==> src/rtl/benes_select_loader_pkg.sv <==
`default_nettype none
// ============================================================================
//  Module   : benes_select_loader_pkg
//  Brief    : Shared types and geometry helpers for the Benes select loader.
//  Revision : 1.0 - initial release
// ============================================================================
package benes_select_loader_pkg;

    // Loader control states
    typedef enum logic [1:0] {
        ST_IDLE  = 2'b00,
        ST_LOAD  = 2'b01,
        ST_ARMED = 2'b10,
        ST_ERROR = 2'b11
    } state_e;

    // Sticky error causes reported on O_ERR_CODE
    typedef enum logic [1:0] {
        ERR_NONE       = 2'b00,
        ERR_EARLY_LAST = 2'b01,
        ERR_NO_LAST    = 2'b10,
        ERR_PARITY     = 2'b11
    } err_code_e;

    // Switch stages in a Benes network of port_num ports
    function automatic int stage_num(input int port_num);
        return 2 * $clog2(port_num) - 1;
    endfunction

    // Beats in a complete configuration (both networks)
    function automatic int beat_num(input int port_num);
        return 2 * stage_num(port_num);
    endfunction

endpackage
`default_nettype wire

==> src/rtl/benes_cfg_bank.sv <==
`default_nettype none
// ============================================================================
//  Module   : benes_cfg_bank
//  Brief    : Shadow and active switch-setting arrays for one Benes network.
//             A row is written into the shadow by stage index; commit copies
//             the whole shadow to the active array in one edge.
//  Revision : 1.0 - initial release
// ============================================================================
module benes_cfg_bank
    import benes_select_loader_pkg::*;
#(
    parameter int STAGE_NUM  = 9,
    parameter int SWITCH_NUM = 16,
    localparam int STG_W     = (STAGE_NUM > 1) ? $clog2(STAGE_NUM) : 1
) (
    input  logic                                    CLK,
    input  logic                                    RST_N,
    input  logic                                    wr_en_i,
    input  logic [STG_W-1:0]                        wr_stage_i,
    input  logic [SWITCH_NUM-1:0]                   wr_data_i,
    input  logic                                    commit_i,
    output logic [0:STAGE_NUM-1][0:SWITCH_NUM-1]    active_o
);

    logic [0:STAGE_NUM-1][0:SWITCH_NUM-1] shadow_q;
    logic [0:STAGE_NUM-1][0:SWITCH_NUM-1] active_q;
    logic [0:SWITCH_NUM-1]                wr_row;

    // Input bit j is switch j; the select row is ascending, so remap per bit
    always_comb begin
        wr_row = '0;
        for (int j = 0; j < SWITCH_NUM; j++) begin
            wr_row[j] = wr_data_i[j];
        end
    end

    // Shadow row write and atomic shadow-to-active copy
    always_ff @(posedge CLK or negedge RST_N) begin
        if (!RST_N) begin
            shadow_q <= '0;
            active_q <= '0;
        end else begin
            if (wr_en_i) begin
                shadow_q[wr_stage_i] <= wr_row;
            end
            if (commit_i) begin
                active_q <= shadow_q;
            end
        end
    end

    assign active_o = active_q;

endmodule
`default_nettype wire

==> src/rtl/benes_select_loader.sv <==
`default_nettype none
// ============================================================================
//  Module   : benes_select_loader
//  Brief    : Streams switch-setting rows into shadow configurations for the
//             RAM->module and module->RAM Benes networks and commits both to
//             the registered select outputs atomically on request.
//             Optional build macro BENES_CFG_PARITY_EN adds I_CFG_PARITY and
//             an even-parity check on each accepted beat.
//  Revision : 1.0 - initial release
// ============================================================================
module benes_select_loader
    import benes_select_loader_pkg::*;
#(
    parameter int PORT_NUM    = 32,
    parameter int EPOCH_W     = 8,
    localparam int SWITCH_NUM = PORT_NUM / 2,
    localparam int STAGE_NUM  = stage_num(PORT_NUM),
    localparam int BEAT_NUM   = beat_num(PORT_NUM)
) (
    input  logic                                    CLK,
    input  logic                                    RST_N,
    input  logic                                    I_CFG_VALID,
    output logic                                    O_CFG_READY,
    input  logic [SWITCH_NUM-1:0]                   I_CFG_DATA,
    input  logic                                    I_CFG_LAST,
`ifdef BENES_CFG_PARITY_EN
    input  logic                                    I_CFG_PARITY,
`endif
    input  logic                                    I_COMMIT,
    input  logic                                    I_CLEAR,
    output logic [0:STAGE_NUM-1][0:SWITCH_NUM-1]    O_MODULE_SELECT,
    output logic [0:STAGE_NUM-1][0:SWITCH_NUM-1]    O_SLOT_SELECT,
    output logic                                    O_ARMED,
    output logic                                    O_COMMIT_DONE,
    output logic [EPOCH_W-1:0]                      O_EPOCH,
    output logic                                    O_ERR,
    output logic [1:0]                              O_ERR_CODE
);

    localparam int K_W   = $clog2(BEAT_NUM);
    localparam int STG_W = (STAGE_NUM > 1) ? $clog2(STAGE_NUM) : 1;

    state_e              state_q, state_d;
    logic [K_W-1:0]      k_q, k_d;
    logic                err_q, err_d;
    err_code_e           code_q, code_d;
    logic [EPOCH_W-1:0]  epoch_q;
    logic                commit_done_q;

    logic                accept;
    logic                par_err;
    logic                last_beat;
    logic                wr_ok;
    logic                commit;
    logic                wr_module;
    logic                wr_slot;
    logic [STG_W-1:0]    module_stage;
    logic [STG_W-1:0]    slot_stage;

    // Ready/armed decode only registered state, so no input reaches an output
    assign O_CFG_READY = (state_q == ST_IDLE) || (state_q == ST_LOAD);
    assign accept      = I_CFG_VALID && O_CFG_READY && !I_CLEAR;
    assign last_beat   = (k_q == K_W'(BEAT_NUM - 1));

`ifdef BENES_CFG_PARITY_EN
    assign par_err = (^I_CFG_DATA) != I_CFG_PARITY;
`else
    assign par_err = 1'b0;
`endif

    // Next-state, beat counter and error decode; clear overrides everything
    always_comb begin
        state_d = state_q;
        k_d     = k_q;
        err_d   = err_q;
        code_d  = code_q;
        wr_ok   = 1'b0;
        commit  = 1'b0;
        if (I_CLEAR) begin
            state_d = ST_IDLE;
            k_d     = '0;
            err_d   = 1'b0;
            code_d  = ERR_NONE;
        end else begin
            case (state_q)
                ST_IDLE, ST_LOAD: begin
                    if (accept) begin
                        if (par_err) begin
                            state_d = ST_ERROR;
                            err_d   = 1'b1;
                            code_d  = ERR_PARITY;
                        end else if (I_CFG_LAST && !last_beat) begin
                            state_d = ST_ERROR;
                            err_d   = 1'b1;
                            code_d  = ERR_EARLY_LAST;
                        end else if (!I_CFG_LAST && last_beat) begin
                            state_d = ST_ERROR;
                            err_d   = 1'b1;
                            code_d  = ERR_NO_LAST;
                        end else if (last_beat) begin
                            state_d = ST_ARMED;
                            k_d     = '0;
                            wr_ok   = 1'b1;
                        end else begin
                            state_d = ST_LOAD;
                            k_d     = k_q + K_W'(1);
                            wr_ok   = 1'b1;
                        end
                    end
                end
                ST_ARMED: begin
                    if (I_COMMIT) begin
                        state_d = ST_IDLE;
                        commit  = 1'b1;
                    end
                end
                default: begin
                    state_d = ST_ERROR;
                end
            endcase
        end
    end

    // Control state, commit pulse and epoch registers
    always_ff @(posedge CLK or negedge RST_N) begin
        if (!RST_N) begin
            state_q       <= ST_IDLE;
            k_q           <= '0;
            err_q         <= 1'b0;
            code_q        <= ERR_NONE;
            epoch_q       <= '0;
            commit_done_q <= 1'b0;
        end else begin
            state_q       <= state_d;
            k_q           <= k_d;
            err_q         <= err_d;
            code_q        <= code_d;
            commit_done_q <= commit;
            if (commit) begin
                epoch_q <= epoch_q + EPOCH_W'(1);
            end
        end
    end

    // First STAGE_NUM beats fill the module network, the rest the slot network
    assign wr_module    = wr_ok && (k_q < K_W'(STAGE_NUM));
    assign wr_slot      = wr_ok && (k_q >= K_W'(STAGE_NUM));
    assign module_stage = STG_W'(k_q);
    assign slot_stage   = STG_W'(k_q - K_W'(STAGE_NUM));

    benes_cfg_bank #(
        .STAGE_NUM  (STAGE_NUM),
        .SWITCH_NUM (SWITCH_NUM)
    ) u_module_bank (
        .CLK        (CLK),
        .RST_N      (RST_N),
        .wr_en_i    (wr_module),
        .wr_stage_i (module_stage),
        .wr_data_i  (I_CFG_DATA),
        .commit_i   (commit),
        .active_o   (O_MODULE_SELECT)
    );

    benes_cfg_bank #(
        .STAGE_NUM  (STAGE_NUM),
        .SWITCH_NUM (SWITCH_NUM)
    ) u_slot_bank (
        .CLK        (CLK),
        .RST_N      (RST_N),
        .wr_en_i    (wr_slot),
        .wr_stage_i (slot_stage),
        .wr_data_i  (I_CFG_DATA),
        .commit_i   (commit),
        .active_o   (O_SLOT_SELECT)
    );

    assign O_ARMED       = (state_q == ST_ARMED);
    assign O_COMMIT_DONE = commit_done_q;
    assign O_EPOCH       = epoch_q;
    assign O_ERR         = err_q;
    assign O_ERR_CODE    = code_q;

endmodule
`default_nettype wire

==> config.mk <==
export PLATFORM = sky130hd
export DESIGN_NAME = benes_select_loader
export DESIGN_NICKNAME = d
export VERILOG_FILES = /design/src/rtl/benes_select_loader_pkg.sv /design/src/rtl/benes_cfg_bank.sv /design/src/rtl/benes_select_loader.sv
export SDC_FILE = /design/constraint.sdc
export NUM_CORES = 1
export LEC_CHECK = 0
export CAP_MARGIN = 10
export CORE_UTILIZATION = 50
export DETAILED_ROUTE_END_ITERATION = 10
export PLACE_DENSITY = 0.77
export SLEW_MARGIN = 20
export SYNTH_ARGS = -nofsm -noshare
export SYNTH_HDL_FRONTEND = slang
export SYNTH_SLANG_ARGS = --single-unit
==> constraint.sdc <==
create_clock -name CLK -period 4.75 [get_ports CLK]
set_input_delay 0.475 -clock CLK [delete_from_list [all_inputs] [get_ports CLK]]
set_output_delay 0.475 -clock CLK [all_outputs]
set_load 0.03 [all_outputs]
==> results of run 1 <==
==> registers in the layout (all words and copies together) (netlist names) <==
register and cells:
state_q 2, O_ERR 1, O_EPOCH 8, O_COMMIT_DONE 1
k_q 5, u_slot_bank.active_o 144, u_slot_bank.shadow_q 144, u_module_bank.shadow_q 144
O_ERR_CODE 2, u_module_bank.active_o 144
==> layout make-up <==
| cell class | count | share of cell area |
|---|---|---|
| Antenna cell | 1 | 0.00008814 |
| Clock buffer | 92 | 0.06456 |
| Clock inverter | 18 | 0.007272 |
| Inverter | 7 | 0.0009255 |
| Multi-Input combinational cell | 683 | 0.2548 |
| Sequential cell | 595 | 0.5244 |
| Tap cell | 592 | 0.02609 |
| Timing Repair Buffer | 342 | 0.1218 |
==> cells by family after synthesis <==
logic type / count (synthesis) / synth area share
adder cells (fa/ha/maj): 10 / 0.005553
XOR/XNOR: 8 / 0.003110
AND/OR/NAND/NOR: 66 / 0.01705
AO/OA/AOI/OAI: 22 / 0.006719
buffers and inverters: 84 / 0.01838
flip-flops: 595 / 0.6608
multiplexers: 577 / 0.2884
==> metrics by stage <==
stage               setup slack [ns]  total power, µW  utilization  instance area, µm²  instances
floorplan                      1.408             5927            -               22530       1362
global placement               1.094             6410       0.5943               26340       2218
detailed placement            0.9472             6435       0.5943               26340       2218
CTS                           0.9347            11250       0.6406               28390       2329
global route                  0.7461            11540       0.6406               28390       2329
finish                        0.9712            11110       0.6406               28390       2330
==> power by group through the flow <==
stage / logic, µW / clock network [µW] / registers (µW)
finish: 945 / 4770 / 5390
global route: 1010 / 5110 / 5410
global placement: 940 / 0 / 5470
CTS: 961 / 4900 / 5390
floorplan: 253 / 0 / 5670
detailed placement: 955 / 0 / 5480
==> cell usage after synthesis, types with 2 or more instances <==
master / number
a211oi_1: 2
a21oi_1: 8
a22oi_1: 2
and3_1: 3
buf_2: 34
buf_4: 3
buf_6: 6
clkbuf_1: 34
dfrtp_1: 595
ha_1: 10
inv_1: 7
mux2_2: 577
nand2_1: 12
nand2_2: 4
nand2b_1: 3
nand3_1: 4
nand4_1: 4
nor2_1: 14
nor2_2: 4
nor2b_1: 3
nor3_1: 3
nor4_1: 2
o21ai_0: 4
or3_1: 2
xnor2_1: 7
==> per-layer routing <==
metal  up-vias  global-route usage  share of wire  wire (µm)
met5         -                   0              0          0
met4         0             0.04476          0.014        707
met3        58             0.07064          0.069       3506
met2       274              0.3504           0.47      23790
met1      6644              0.3207           0.45      23140
li1       5463                   -              -          -
==> worst paths after layout <==
| path | slack [ns] | end |
|---|---|---|
| max | 0.97 | u_module_bank.shadow_q[110]$_DFFE_PN0P_ |
| min | 0.49 | O_EPOCH[7]$_DFFE_PN0P_ |
| max reg2reg | 0.97 | u_module_bank.shadow_q[110]$_DFFE_PN0P_ |
| min reg2reg | 0.49 | O_EPOCH[7]$_DFFE_PN0P_ |
| max in group asynchronous | 3.03 | u_module_bank.shadow_q[137]$_DFFE_PN0P_ |
| min in group asynchronous | 0.51 | u_slot_bank.active_o[19]$_DFFE_PN0P_ |
==> worst reg2reg max path: cells and delay by family, from the launching register on <==
family,cells,cell delay (ns)
buffers and inverters,2,0.22
adders and majority gates,2,0.55
muxes,1,0.52
DFF,1,0.46
and+or+nand+nor,4,1.91
==> summary.txt, run 1 <==
Route
  – Drc violations: 0
  – Final wirelength: 51.14 mm
  – Vias: 12439
  – 1st-pass router iterations: 4
  – Remaining antenna violation count after routing: 0
  – DRT iter0 DRCs: 751
  – Vias/cell: 5.339
  – WL/cell: 21.95 µm

Critical path
  – Required @ worst endpoint: 5.22 ns
  – R2r startpoint: k_q[1]$_DFFE_PN0P_
  – Worst Setup Start Kind: register
  – CP max FO: 16
  – CP Class: register to register
  – Cell family with most CP delay: simple AND/OR/NAND/NOR gates
  – Critical path, cell by cell: inv_1 -> ha_1 -> and3_1 -> inv_1 -> ha_1 -> or4b_1 -> nor4_4 -> nand2_1 -> mux2_2
  – Critical Path Max Stage Delay: 0.67 ns
  – Reg2Reg Depth: 9
  – Critical path buffers and inverters: 2
  – Critical Path Slowest Stage Cell: or4b_1
  – Critical path origin: k_q[1]$_DFFE_PN0P_
  – CP endpoint kind: register
  – Cell depth of the worst setup path: 9
  – Crit path DAT: 4.25 ns

CTS
  – CTS buffer count: 59
  – Clk Latency, worst-skew pair: 0.60 ns
  – CTS Buffer Depth: 3
  – Cts repair resizes: 0
  – Post-CTS Setup Bufs: 0
  – Clk sinks: 595
  – Root buf cell: clkbuf_16
  – Clk pin slew, worst setup/hold paths: 0.06 ns
  – # hold bufs at CTS: 1
  – CTS tree: yes
  – H-tree depth: 2

Cells and area
  – Area grow syn2layout: 26.01%
  – Nets: 1720
  – Fillers: 3199
  – Share of layout cells above drive strength 1: 0.4082
  – Register Area: 0.01489 mm²
  – Multi-input gate area: 0.007234 mm²
  – Commonest non-fill, non-tap cell in the layout: dfrtp_1
  – Most frequent cells in the layout: dfrtp_1, mux2_2, clkdlybuf4s50_1, clkbuf_16, clkbuf_8

STA
  – Hold Fails Final Rpt: 0
  – Clock skew: 0.01625 ns
  – Final hold slack: 0.4902 ns
  – Slew @ Worst Pin: 1.181 ns
  – Endpoints failing setup: 0
  – Slew Viols, Final: 0
  – Unrepaired setup endpoints after global routing: false
  – Min cycle time layout: 3.779 ns
  – Max frequency: 0.2646 GHz
  – Setup_tns: 0 ns
  – Final worst path period share: 0.7955
  – Relative slew margins: 0.2105

Run status
  – Status: completed

Global routing
  – Vias in the first global route: 13395
  – Grt ovf: 0
  – Initial antenna violation count: 1
  – GRT Total Usage: 0.2275
  – First-pass GRT wire length: 80.70 mm
  – Largest net degree at the start of global routing: 149

Flow run
  – Max Cap Viol: 0

Logic synthesis
  – Leading area contributor after synthesis: dfrtp_1
  – Post-synth EDFFs: 0
  – Dominant cells by area after synthesis: dfrtp_1, mux2_2, buf_2
  – Yosys reg bits: 595
  – Post-Syn Area per Cell: 16.54 µm²
  – Asr flop ratio synth: 1.000
  – Most used DFF post-synth: dfrtp_1
  – Post-Synthesis Cell Area: 0.02253 mm²
  – Synth top area share: 0.6608
  – Post-Synthesis Cells: 1362
  – Sequential-to-total area share from yosys stat: 0.6608
  – Unique masters post-synth: 40
  – Ys Warns: 0
  – Syn Nets: 1394

Place
  – GP Congestion: 0.8370
  – Dpl hpwl: 31.85 mm
  – Port bufs: 323

Power
  – Clk network pwr share: 0.430
  – Combinational Power Share: 0.085
  – Leakage power: 0.01387 µW
  – Net Switching: 2597 µW
  – P_int: 8515 µW
  – Sequential share of power: 0.485
  – Net Sw Frac: 0.2337
  – Power Dens Cells: 391.4 mW/mm²
  – Peak supply drop: 320.5 µV

Floorplanning
  – Chip width: 214.3 µm
  – Row cnt: 77
  – IO Pins: 324
  – Die Area: 0.04592 mm²
  – Core box area: 0.04432 mm²
  – Initial Util: 0.5084
  – Die Ht: 214.3 µm

Hold path
  – WHS Path Cells: 1
  – Worst min-delay path startpoint: O_EPOCH[7]$_DFFE_PN0P_
  – Worst hold-check path type: register to register
(Power assumes the default switching activity.)
==> inputs of run 2 (changes only) <==
Settings changed: CORE_UTILIZATION 50 to 49, PLACE_DENSITY 0.77 to 0.79.
Clock period 4.75 ns to 3.1 ns, I/O delays scaled along.
==> run 2 against run 1 <==
  * Core utilization rose by 0.21 points
  * Register-to-register slack got worse by 0.89 ns
  * Non-clock buffer count up 62
  * Clock skew grew 0.0089 ns
  * Global-route usage rose by 0.41 points
  * Setup slack worse by 0.89 ns
  * Wire length increased by 4.3%
  * Die area up 2.0%
==> summary.txt, run 2 (same netlist as run 1, synthesis figures left out) <==
Run status
  – Status: completed

Cells and area
  – Commonest non-fill, non-tap cell in the layout: dfrtp_1
  – Most frequent cells in the layout: dfrtp_1, mux2_2, clkdlybuf4s50_1, clkbuf_16, buf_4
  – Area grow syn2layout: 29.45%
  – Share of layout cells above drive strength 1: 0.4346
  – Fillers: 3228
  – # diodes: 0
  – Post-Route Utilization: 0.6427
  – Nets: 1781

Critical path
  – Critical path buffers and inverters: 5
  – CP endpoint kind: register
  – Cell depth of the worst setup path: 13
  – Crit path DAT: 3.51 ns
  – Reg2Reg Depth: 13
  – CP max FO: 8
  – Critical Path Slowest Stage Cell: or4b_4
  – Critical Path Max Stage Delay: 0.60 ns
  – Required @ worst endpoint: 3.59 ns
  – CP Class: register to register
  – Cell family with most CP delay: simple AND/OR/NAND/NOR gates
  – Critical path, cell by cell: inv_2 -> ha_4 -> and3_4 -> inv_2 -> ha_4 -> or4b_4 -> a211oi_4 -> buf_6 -> nand2_4 -> buf_4 -> nor2_4 -> clkbuf_16 -> mux2_4
  – Worst Setup Start Kind: register

Route
  – DRT met1 WL: 23.47 mm
  – Metal3 WL: 3.275 mm
  – DRT iter0 DRCs: 669
  – Final wirelength: 53.34 mm
  – 1st-pass router iterations: 4
  – Remaining antenna violation count after routing: 0
  – Highest Signal Layer: met4
  – WL/cell: 22.32 µm
  – Drc violations: 0
  – Vias: 12889
  – Met2 Routed Length: 25.69 mm
  – Vias/cell: 5.393

Global routing
  – First-pass GRT wire length: 82.79 mm
  – Vias in the first global route: 13697
  – Grt ovf: 0
  – Largest net degree at the start of global routing: 98
  – Initial antenna violation count: 0
  – GRT Total Usage: 0.2317

STA
  – Worst setup margin: 0.07982 ns
  – Slew @ Worst Pin: 1.170 ns
  – Unrepaired setup endpoints after global routing: false
  – Clock skew: 0.02513 ns
  – Relative slew margins: 0.2177
  – Min cycle time layout: 3.020 ns
  – Endpoints failing setup: 0
  – Hold Fails Final Rpt: 0
  – Slew Viols, Final: 0
  – Final worst path period share: 0.9743
  – Max frequency: 0.3311 GHz
  – Final hold slack: 0.3067 ns

Floorplanning
  – IO Pins: 324
  – Core box area: 0.04538 mm²
  – Initial Util: 0.4965
  – Die Area: 0.04684 mm²
  – Die Ht: 216.4 µm
  – Chip width: 216.4 µm
  – Row cnt: 78

CTS
  – Clk sinks: 595
  – H-tree depth: 2
  – CTS Buffer Depth: 3
  – Root buf cell: clkbuf_16
  – Clk pin slew, worst setup/hold paths: 0.06 ns
  – CTS buffer count: 58
  – CTS tree: yes
  – Clk Latency, worst-skew pair: 0.61 ns

Flow run
  – Max Cap Viol: 0

Place
  – Post-place setup slack: -0.04093 ns
  – Port bufs: 323
  – GP Congestion: 0.8153
  – Dpl hpwl: 33.86 mm

Power
  – Power Dens Cells: 577.4 mW/mm²
  – Peak supply drop: 491.0 µV
  – Leakage power: 0.01429 µW

Hold path
  – Worst hold-check path type: input pin to asynchronous set/reset pin
==> run 2: cell type report <==
| cell class | count | area [µm²] | share of cell area |
|---|---|---|---|
| Sequential cell | 595 | 14890 | 0.5105 |
| Multi-Input combinational cell | 683 | 7336 | 0.2515 |
| Timing Repair Buffer | 404 | 4214 | 0.1445 |
| Clock buffer | 82 | 1732 | 0.05937 |
| Tap cell | 600 | 750.7 | 0.02574 |
| Clock inverter | 19 | 219.0 | 0.007507 |
| Inverter | 7 | 26.28 | 0.0009009 |
==> run 2: final timing paths <==
check	slack (ns)	start	end
setup / recovery	0.08	k_q[1]$_DFFE_PN0P_	u_slot_bank.shadow_q[34]$_DFFE_PN0P_
hold reg to reg	0.47	O_EPOCH[7]$_DFFE_PN0P_	O_EPOCH[7]$_DFFE_PN0P_
setup reg to reg	0.08	k_q[1]$_DFFE_PN0P_	u_slot_bank.shadow_q[34]$_DFFE_PN0P_
max in group asynchronous	1.82	RST_N	u_module_bank.shadow_q[142]$_DFFE_PN0P_
min in group CLK	0.47	I_COMMIT	state_q[1]$_DFFE_PN0P_
hold / removal	0.31	RST_N	u_slot_bank.shadow_q[20]$_DFFE_PN0P_
==> run 2: what timing repair did <==
action,4_1_cts,5_1_grt
endpoints found under the hold margin,64,0
setup buffers,8,7
setup endpoints to repair,90,66
hold buffers,1,0
pin swaps,4,4
resized for setup,5,16
gates cloned,2,1
==> run 2: layer usage <==
layer,GRT usage,vias to the layer above
li1,-,5568
met1,0.3266,6896
met2,0.3690,356
met3,0.04744,69
met4,0.05869,0
met5,0,-
==> run 2: metrics by stage <==
step	power [µW]	area, µm²	std cells	setup TNS [ns]
6_report	16840	29170	2390	0
5_1_grt	17450	29170	2390	0
4_1_cts	16990	29040	2383	-0.06119
3_5_place_dp	9872	26950	2271	-1.749
3_3_place_gp	9829	26950	2271	0
2_1_floorplan	9086	22590	1362	0
==> run 2: report_power, final <==
part           switching, µW  internal [µW]  leakage, µW  total [µW]
Sequential               200           8080      0.00822        8280
Combinational            841            616      0.00510        1460
Clock                   2910           4190     0.000968        7110
Total                   3950          12900       0.0143       16800
